### config.mk
export PLATFORM = sky130hd
export DESIGN_NAME = pipeline_ctrl
export DESIGN_NICKNAME = d
export VERILOG_FILES = /design/src/rtl/pipeline_ctrl.sv
export SDC_FILE = /design/constraint.sdc
export NUM_CORES = 1
export LEC_CHECK = 0
export BUFFER_PORTS_ARGS = -buffer_cell sky130_fd_sc_hd__buf_2
export CORE_ASPECT_RATIO = 0.7
export CORE_MARGIN = 2
export CORE_UTILIZATION = 35
export DETAILED_ROUTE_END_ITERATION = 8
export GPL_TIMING_DRIVEN = 0
export PLACE_DENSITY = 0.56
export SYNTH_ARGS = -nofsm -noshare
export SYNTH_HDL_FRONTEND = slang
export SYNTH_SLANG_ARGS = --single-unit
### constraint.sdc
create_clock -name clk -period 6.27 [get_ports clk]
set_clock_uncertainty 0.05 [all_clocks]
set_input_delay 1.5675 -clock clk [delete_from_list [all_inputs] [get_ports clk]]
set_output_delay 1.5675 -clock clk [all_outputs]
set_load 0.1 [all_outputs]
### src/rtl/pipeline_ctrl.sv
// Hazard and stall sequencer for the 5-stage RV32I pipeline.
// Produces per-stage buffer load enables and bubble (flush) controls, and
// keeps saturating performance counters for stall and redirect activity.
module pipeline_ctrl #(
  parameter int CNT_W = 32
) (
  input  logic             clk,
  input  logic             rst,
  input  logic             imem_read,
  input  logic             imem_resp,
  input  logic             dmem_read,
  input  logic             dmem_write,
  input  logic             dmem_resp,
  input  logic             ex_valid,
  input  logic             ex_mem_read,
  input  logic [4:0]       ex_rd,
  input  logic [4:0]       id_rs1,
  input  logic [4:0]       id_rs2,
  input  logic             id_uses_rs1,
  input  logic             id_uses_rs2,
  input  logic [1:0]       pcmux_sel,
  output logic             load_pc,
  output logic             load_if_id,
  output logic             load_id_ex,
  output logic             load_ex_mem,
  output logic             load_mem_wb,
  output logic             flush_if_id,
  output logic             flush_id_ex,
  output logic [CNT_W-1:0] stall_cycles,
  output logic [CNT_W-1:0] flush_count
);

  typedef enum logic {S_RUN, S_WAIT} state_t;

  state_t           r_state;
  logic             r_imem_done;
  logic             r_dmem_done;
  logic [CNT_W-1:0] r_stall_cycles;
  logic [CNT_W-1:0] r_flush_count;

  state_t           w_state_next;
  logic             w_imem_done_next;
  logic             w_dmem_done_next;

  logic             w_dmem_req;
  logic             w_i_ok;
  logic             w_d_ok;
  logic             w_mem_stall;
  logic             w_redirect;
  logic             w_rs_match;
  logic             w_load_use;

  // Hazard detection: memory stall dominates, then redirect, then load-use.
  always_comb begin
    w_dmem_req  = dmem_read | dmem_write;
    w_i_ok      = ~imem_read | imem_resp | r_imem_done;
    w_d_ok      = ~w_dmem_req | dmem_resp | r_dmem_done;
    w_mem_stall = ~(w_i_ok & w_d_ok);
    w_redirect  = ex_valid & (pcmux_sel != 2'b00) & ~w_mem_stall;
    w_rs_match  = (id_uses_rs1 & (id_rs1 == ex_rd)) |
                  (id_uses_rs2 & (id_rs2 == ex_rd));
    w_load_use  = ex_valid & ex_mem_read & (ex_rd != 5'd0) & w_rs_match &
                  ~w_redirect & ~w_mem_stall;
  end

  // Next-state logic: stickies remember a response that arrived while the
  // other memory port was still outstanding, so it is not lost.
  always_comb begin
    w_state_next     = r_state;
    w_imem_done_next = 1'b0;
    w_dmem_done_next = 1'b0;
    case (r_state)
      S_RUN: begin
        if (w_mem_stall) begin
          w_state_next     = S_WAIT;
          w_imem_done_next = imem_resp & imem_read;
          w_dmem_done_next = dmem_resp & w_dmem_req;
        end
      end
      S_WAIT: begin
        if (w_mem_stall) begin
          w_imem_done_next = r_imem_done | (imem_resp & imem_read);
          w_dmem_done_next = r_dmem_done | (dmem_resp & w_dmem_req);
        end else begin
          w_state_next = S_RUN;
        end
      end
      default: w_state_next = S_RUN;
    endcase
  end

  // State and sticky flag registers.
  always_ff @(posedge clk or posedge rst) begin
    if (rst) begin
      r_state     <= S_RUN;
      r_imem_done <= 1'b0;
      r_dmem_done <= 1'b0;
    end else begin
      r_state     <= w_state_next;
      r_imem_done <= w_imem_done_next;
      r_dmem_done <= w_dmem_done_next;
    end
  end

  // Stage enables and bubble controls; everything is held off while in reset.
  always_comb begin
    load_pc     = 1'b1;
    load_if_id  = 1'b1;
    load_id_ex  = 1'b1;
    load_ex_mem = 1'b1;
    load_mem_wb = 1'b1;
    flush_if_id = 1'b0;
    flush_id_ex = 1'b0;
    if (rst || w_mem_stall) begin
      load_pc     = 1'b0;
      load_if_id  = 1'b0;
      load_id_ex  = 1'b0;
      load_ex_mem = 1'b0;
      load_mem_wb = 1'b0;
    end else if (w_redirect) begin
      // ID holds a wrong-path instruction, so it is squashed along with IF.
      flush_if_id = 1'b1;
      flush_id_ex = 1'b1;
    end else if (w_load_use) begin
      // Freeze PC and IF/ID for one cycle and push a bubble into ID/EX.
      load_pc     = 1'b0;
      load_if_id  = 1'b0;
      flush_id_ex = 1'b1;
    end
  end

  // Saturating performance counters.
  always_ff @(posedge clk or posedge rst) begin
    if (rst) begin
      r_stall_cycles <= '0;
      r_flush_count  <= '0;
    end else begin
      if ((w_mem_stall | w_load_use) && (r_stall_cycles != {CNT_W{1'b1}}))
        r_stall_cycles <= r_stall_cycles + 1'b1;
      if (w_redirect && (r_flush_count != {CNT_W{1'b1}}))
        r_flush_count <= r_flush_count + 1'b1;
    end
  end

  assign stall_cycles = r_stall_cycles;
  assign flush_count  = r_flush_count;

endmodule

-- Word level (Yosys, flattened, before mapping)
Index checks and enable logic that the tools add are counted.
- bits in registers: 67
- bits of input ports: 28
- output and inout port bits: 71
- add/subtract/negate cells: 2
- bitwise gates (word level): 26
- muxes and demuxes: 16
- reductions and logical operators: 5
- equal/unequal tests: 4
- operators with widths (cell ; count):
    adder 32 x 1 -> 32 bit (second input constant) ; 2
    != test 32 bit (second input constant) ; 2
    two-way mux 1 bit ; 14
    bitwise AND 1 bit ; 12
    == test 5 bit ; 2
    bitwise OR 1 bit ; 9
    NOT 1 bit ; 5
    nonzero test 5 bit ; 1
    one-hot mux 1 bit (2 select lines) ; 2
    logical AND 1 bit ; 2
    nonzero test 2 bit ; 1
    logical OR 1 bit ; 1

-- Longest topological paths before layout
Gate-level depths: netlist (run 1).
- depth after elaboration: 12
- depth in mapped cells: 11
- gate-level depth less buffers: 8

-- Worst setup path after synthesis (run 1)
OpenSTA, ideal clock, no wires.
- path type: in2out
- start: input port imem_read
- end: output port flush_id_ex
- setup slack: -0.898 ns
- data arrival time: 5.551 ns
- cell stages on the path: 4
- cells stage by stage: or3b_4 > o31ai_4 > nor2_1 > a21boi_0
- elaborated cells between the ends (all ways): 13
- those cells by class: 3 x mux; 9 x bitwise; 1 x reduce/logical
- RTL lines (what ; RTL line ; text):
    start, declared ; 9 ; input logic imem_read,
    NOT 1 bit ; 56 ; w_i_ok = ~imem_read | imem_resp | r_imem_done;
    bitwise OR 1 bit (2 in a row) ; 56 ;
    bitwise AND 1 bit ; 58 ; w_mem_stall = ~(w_i_ok & w_d_ok);
    NOT 1 bit ; 58 ;
    via w_mem_stall ; 48 ; logic w_mem_stall;
    logical OR 1 bit ; 114 ; if (rst || w_mem_stall) begin
    two-way mux 1 bit ; 114 ;
    end, declared ; 28 ; output logic flush_id_ex,
The timed path passes the listed nets, and every way through them passes these cells.

-- Worst setup path after layout (run 1)
- start: input port imem_resp
- end: output port flush_id_ex
- elaborated cells between the ends (all ways): 12
- those cells by class: 3 x mux; 8 x bitwise; 1 x reduce/logical
- RTL lines (what ; RTL line ; text):
    start, declared ; 10 ; input logic imem_resp,
    bitwise OR 1 bit (2 in a row) ; 56 ;
    bitwise AND 1 bit ; 58 ;
    NOT 1 bit ; 58 ;
    via w_mem_stall ; 48 ;
    logical OR 1 bit ; 114 ;
    two-way mux 1 bit ; 114 ;
The timed path passes the listed nets, and every way through them passes these cells.

==> results of run 1 <==
-- per-stage QoR --
step,instance area (sq um),std cells,worst slack (ps),utilization
CTS,4320,558,1600,0.471
global route,4320,558,1520,0.471
global placement,4010,542,1580,0.436
floorplan,3360,320,339,-
detailed placement,4010,542,1610,0.437
finish,4320,558,1600,0.471
-- cell type report --
| class | count | area, sq um |
|---|---|---|
| Buffer | 8 | 62.6 |
| Clock buffer | 13 | 270 |
| Clock inverter | 3 | 45.0 |
| Fill cell | 872 | 4860 |
| Inverter | 7 | 28.8 |
| Multi-Input combinational cell | 238 | 1590 |
| Sequential cell | 67 | 1680 |
| Tap cell | 124 | 155 |
| Timing Repair Buffer | 98 | 490 |
-- critical path: stages --
cell	delay (ps)
buf_2	110
or3b_4	390
o31ai_4	100
o2111a_1	240
nand2_1	70
a21boi_1	140
buf_2	440
-- path summary, 6_finish.rpt --
check	cells past startpoint	slack (ps)	from	endpoint
max	7	1600	imem_resp	flush_id_ex
min	1	430	stall_cycles[15]$_DFFE_PP0P_	stall_cycles[15]$_DFFE_PP0P_
max reg2reg	11	3770	stall_cycles[0]$_DFFE_PP0P_	stall_cycles[17]$_DFFE_PP0P_
min reg2reg	1	430	stall_cycles[15]$_DFFE_PP0P_	stall_cycles[15]$_DFFE_PP0P_
max in group asynchronous	2	4230	rst	stall_cycles[14]$_DFFE_PP0P_
min in group asynchronous	2	1390	rst	r_imem_done$_DFF_PP0_
-- where the power goes --
part	switching (mW)	total, mW	internal, mW
combinational	0.362	0.439	0.0780
sequential	0.0517	0.522	0.470
clock	0.179	0.520	0.340
total	0.593	1.48	0.888
-- cell usage after synthesis (all sizes together) (3+ instances only) --
library cell	n	share of area
nand2	33	0.037
xnor2	44	0.11
buf	8	0.019
nor3	22	0.039
or3	3	0.0071
nor2	15	0.017
nor4	12	0.026
nand4	17	0.034
and4	6	0.016
nand3	27	0.040
dfrtp	67	0.50
inv	7	0.0078
and3	8	0.015
xor2	28	0.073
-- cell families (layout without fill, tap and decap cells) --
logic type | Yosys count | after routing
XOR/XNOR | 72 | 72
adder cells (fa/ha/maj) | 2 | 2
buffers and inverters | 15 | 129
AO/OA/AOI/OAI | 10 | 10
flip-flops | 67 | 67
AND/OR/NAND/NOR | 154 | 154
-- routing by layer --
metal	global-route usage	part of all wire	vias to the layer above
met5	0	0	-
met4	0.0476	0.012	0
met3	0.0492	0.055	8
met2	0.223	0.43	74
met1	0.230	0.51	1288
li1	-	-	1331
-- state kept, by name, indices dropped and copies added (netlist names) --
name,count
stall_cycles,32
flush_count,32
r_state,1
r_dmem_done,1
r_imem_done,1
==> impl_metrics.csv, run 1 <==
group,metric,value,unit
timing,whs,432,ps
synthesis,yosys_warnings,0,
clock_tree,htreeDepth,3,
synthesis,ys_seq_elements,67,
timing,hold_viol,0,
detailed_routing,vias,2701,
synthesis,synth_compound_area_frac,0.0253,
synthesis,synth_top_family_by_area,"simple AND/OR/NAND/NOR gates",
clock_tree,cts.sinks,67,
synthesis,syn_inst,320,
timing,timing.final.crit_share,0.744,
timing,fin_setup_tns,0,ps
clock_tree,clkTransAtPathRegs,50,ps
synthesis,syn-mean-instance-area,10.5,sq um
worst_setup_path,cp.arrival,3050,ps
clock_tree,cts_resized,0,
status,status,"complete, no violations",
timing,setup_violations,0,
final_layout,drive_gt1_frac,0.313,
synthesis,yosysSeqAreaShare,0.499,
floorplan,fp.dieH,85.9,um
place,dp.final_hpwl,5710,um
worst_setup_path,critical_path.startpoint_type,"input port",
detailed_routing,ant_nets,0,
place,gp_congestion,0.810,
global_routing,grt_pass1_wl,13000,um
synthesis,synth_cell_types,37,
power,power.density,343,mW/mm^2
detailed_routing,drt-initial-drc-count,147,
synthesis,syn_area,0.00336,sq mm
synthesis,muxShareOfSynthArea,0,
floorplan,fp-row-count,29,
place,port-buffer-count,98,
detailed_routing,drc,0,
worst_setup_path,crit_type,"input port to output pin",
timing,rsz0062_at_grt,"false",
clock_tree,cts-buffers-inserted,9,
floorplan,initial_utilization,0.366,
clock_tree,clk_path_buf_depth,2,
synthesis,ys_async_sr_fraction,1.00,
power,finalPower,1.48,mW
timing,slew_headroom,0.440,
floorplan,core,0.00918,sq mm
floorplan,die_w,121,um
timing,fmax,214,MHz
final_layout,final_nets,459,
clock_tree,post_cts_buffers,0,
detailed_routing,viasPerCell,4.84,
global_routing,grt_usage,0.158,
timing,maxSlewViolCount,0,
floorplan,ios,99,
global_routing,grt_pass1_vias,2620,
synthesis,synth_edf_count,0,
synthesis,synthesis.nets,350,
hold_path,hp-class,"register to register",
clock_tree,tritoncts,"built",
floorplan,dieArea,0.0104,sq mm
final_layout,layout_common_cells,"buf_2, dfrtp_1, xnor2_1",
synthesis,yosys.area_share.simple,0.253,
global_routing,grt_max_degree,68,
worst_setup_path,crit_fanout,6,
worst_setup_path,cp-end-kind,"output pin",
final_layout,insertedDiodeCount,0,
clock_tree,root_buffer,"clkbuf_16",
synthesis,synth-xor-area-share,0.188,
power,vdd_ir_drop_max,168,uV
flow_run,cap_violations,0,
clock_tree,worst_skew_pair.late_latency,330,ps
timing,fin_crit,4670,ps
power,p_leak,2.16,nW
synthesis,synth-main-ff-cell,"dfrtp_1",
detailed_routing,wl,7830,um
final_layout,synthToLayoutAreaGrowth,28.8,%
detailed_routing,avgRoutedWirePerCell,14.0,um
synthesis,synthAdderAreaFrac,0.00745,
global_routing,grt-ovfl-total,0,
worst_setup_path,required,4650,ps
global_routing,antenna_found_initial,0,
timing,worstMarginPinSlew,840,ps
clock_tree,cts_hold_buffers,0,
detailed_routing,dr.pass1.iters,4,
final_layout,final_common_cell,"buf_2",
Power figures use the tool's default switching activity.
==> run 2: changes to the inputs <==
ABC_AREA = 1   (was unset)
PLACE_DENSITY = 0.53   (was 0.56)
clock period = 4.3 ns   (was 6.27 ns; I/O delays follow)
==> run 2 against run 1 <==
Effect of this change:
- hold slack better by 51 ps
- non-clock buffer count up 10
- utilization down 2.8 points
- synthesized cell count up 130%
- power up 59%
- critical endpoint unchanged
- highest routed layer unchanged
==> impl_metrics.csv, run 2 <==
group,metric,value,unit
status,status,"complete, no violations",
global_routing,busiest_layer,"met1",
global_routing,use_met1,0.326,
place,gp_congestion,0.950,
flow_run,cap_violations,0,
synthesis,yosys_warnings,0,
worst_setup_path,crit_fanout,5,
worst_setup_path,cp.arrival,2610,ps
synthesis,synth_area_leaders,"dfrtp_1, nand2_1, nor2_1",
clock_tree,cts_resized,0,
hold_path,hold_start,"r_imem_done$_DFF_PP0_",
floorplan,dieArea,0.0141,sq mm
clock_tree,clkTransAtPathRegs,50,ps
clock_tree,post_cts_buffers,0,
floorplan,die_w,141,um
clock_tree,worst_skew_pair.late_latency,330,ps
global_routing,grt_usage,0.205,
final_layout,layout_common_cells,"nand2_1, buf_2, nor2_1",
timing,slew_headroom,0.423,
detailed_routing,viasPerCell,4.85,
synthesis,synth_top_cell_by_area,"dfrtp_1",
timing,hold_viol,0,
power,seqPwrFrac,0.331,
synthesis,syn_inst,725,
global_routing,use_met2,0.280,
place,placed_cells,985,
clock_tree,cts-buffers-inserted,9,
place,port-buffer-count,98,
synthesis,synthesis.nets,755,
worst_setup_path,cp-end-kind,"output pin",
clock_tree,htreeDepth,3,
timing,fin_setup_tns,0,ps
final_layout,fin_util,0.443,
clock_tree,cts.sinks,67,
clock_tree,tritoncts,"built",
place,dp_slack,557,ps
detailed_routing,drc,0,
detailed_routing,vias,4851,
power,p_leak,2.91,nW
timing,maxSlewViolCount,0,
worst_setup_path,r2r-start,"stall_cycles[0]$_DFFE_PP0P_",
synthesis,synth_top_area_frac,0.365,
power,power.density,420,mW/mm^2
synthesis,syn-mean-instance-area,6.34,sq um
power,vdd_ir_drop_max,320,uV
detailed_routing,ant_nets,0,
final_layout,drive_gt1_frac,0.177,
synthesis,yosys-top-cells-count,"nand2_1, nor2_1, dfrtp_1, inv_1, nand3_1",
final_layout,final_common_cell,"nand2_1",
detailed_routing,dr.pass1.iters,5,
synthesis,syn_area,0.00460,sq mm
worst_setup_path,critical_path.startpoint,"dmem_resp",
final_layout,final_nets,864,
final_layout,multi_input_area,0.00261,sq mm
final_layout,fill_cells,1330,
synthesis,synth-main-ff-cell,"dfrtp_1",
final_layout,insertedDiodeCount,0,
clock_tree,root_buffer,"clkbuf_16",
timing,fin_ws,561,ps
synthesis,synth_cell_types,26,
power,p_switching,1.06,mW
final_layout,synthToLayoutAreaGrowth,21.8,%
power,internal_power,1.29,mW
place,dp.final_hpwl,11000,um
timing,worstMarginPinSlew,866,ps
detailed_routing,avgRoutedWirePerCell,14.1,um
power,pwr-share-comb,0.362,
global_routing,grt_pass1_vias,4332,
clock_tree,clk_path_buf_depth,2,
timing,fmax,267,MHz
global_routing,antenna_found_initial,0,
worst_setup_path,critical_path.startpoint_type,"input port",
clock_tree,cts_hold_buffers,0,
detailed_routing,drt-initial-drc-count,320,
global_routing,grt_max_degree,68,
synthesis,yosysSeqAreaShare,0.365,
power,power_frac_clock,0.307,
floorplan,ios,99,
synthesis,ys_async_sr_fraction,1.00,
timing,setup_violations,0,
final_layout,layout.cells.non_filler,1000,
floorplan,initial_utilization,0.364,
floorplan,core,0.0126,sq mm
worst_setup_path,required,3170,ps
power,swShare,0.453,
global_routing,grt-ovfl-total,0,
detailed_routing,wl,14100,um
synthesis,synth.most_common_cell,"nand2_1",
synthesis,ys_seq_elements,67,
hold_path,hp-class,"register to register",
worst_setup_path,crit_type,"input port to output pin",
synthesis,synth_edf_count,0,
timing,fin_crit,3740,ps
timing,timing.final.crit_share,0.869,
floorplan,fp-row-count,34,
floorplan,fp.dieH,99.9,um
global_routing,grt_util_met3,0.0429,
final_layout,regArea,0.00168,sq mm
global_routing,grt_pass1_wl,22800,um
timing,rsz0062_at_grt,"false",
==> run 2: cell count changes after synthesis, sizes merged, moves of 18 or more <==
cell and delta:
inv +50, nand2 +304, xnor2 -32, nand3b +18
nor2 +92, nand3 +25, o21ai +19
==> run 2: cell families after synthesis <==
kind of cell               Yosys count  synth area share
DFF                                 67             0.365
buffers and inverters               75            0.0730
adders and majority gates            2           0.00544
xor gates and xnor gates            28            0.0534
AOI/OAI and AO/OA                   25            0.0291
and+or+nand+nor                    528             0.474
==> run 2: final cells by class <==
cell class	instances	share of cell area
plain buffers	18	0.0217
clock buffers	10	0.0409
clock inverters	5	0.00983
inverters	57	0.0387
multi-input cells	583	0.466
flip-flops and latches	67	0.300
well taps	162	0.0362
repair buffers	98	0.0876
==> run 2: worst max-delay path: stages <==
cell	delay [ps]
buf_2	100
nor2_1	70
o21ai_1	70
nand2_1	200
nor2_2	110
nor2_1	250
nand2_1	150
a21oi_2	140
buf_2	430
==> run 2: power by group through the flow <==
stage          sequential, mW  clock, mW  combinational [mW]
3_3_place_gp            0.787          0               0.847
2_1_floorplan            1.23          0               0.253
4_1_cts                 0.780      0.742               0.855
3_5_place_dp            0.791          0               0.854
5_1_grt                 0.791      0.767               0.902
6_report                0.778      0.722               0.851
==> run 2: metrics by stage <==
stage	total power, mW	instance area [sq um]	hold WS (ps)
finish	2.35	5600	483
global route	2.46	5600	513
CTS	2.38	5600	485
detailed placement	1.64	5310	474
global placement	1.63	5310	469
floorplan	1.48	4620	451
==> run 2: worst paths after layout <==
check	end	cells after the start	slack, ps
hold reg to reg	r_imem_done$_DFF_PP0_	2	480
min in group asynchronous	r_state$_DFF_PP0_	2	920
max in group asynchronous	stall_cycles[9]$_DFFE_PP0P_	2	2720
hold / removal	r_imem_done$_DFF_PP0_	2	480
setup / recovery	flush_id_ex	9	560
setup reg to reg	stall_cycles[5]$_DFFE_PP0P_	9	2160
==> run 2: per-layer routing <==
metal | vias up | wire length (um) | share of wire
met5 | - | 0 | 0
met4 | 0 | 127 | 0.0090
met2 | 166 | 5400 | 0.38
met3 | 12 | 1030 | 0.073
li1 | 2467 | - | -
met1 | 2206 | 7530 | 0.53
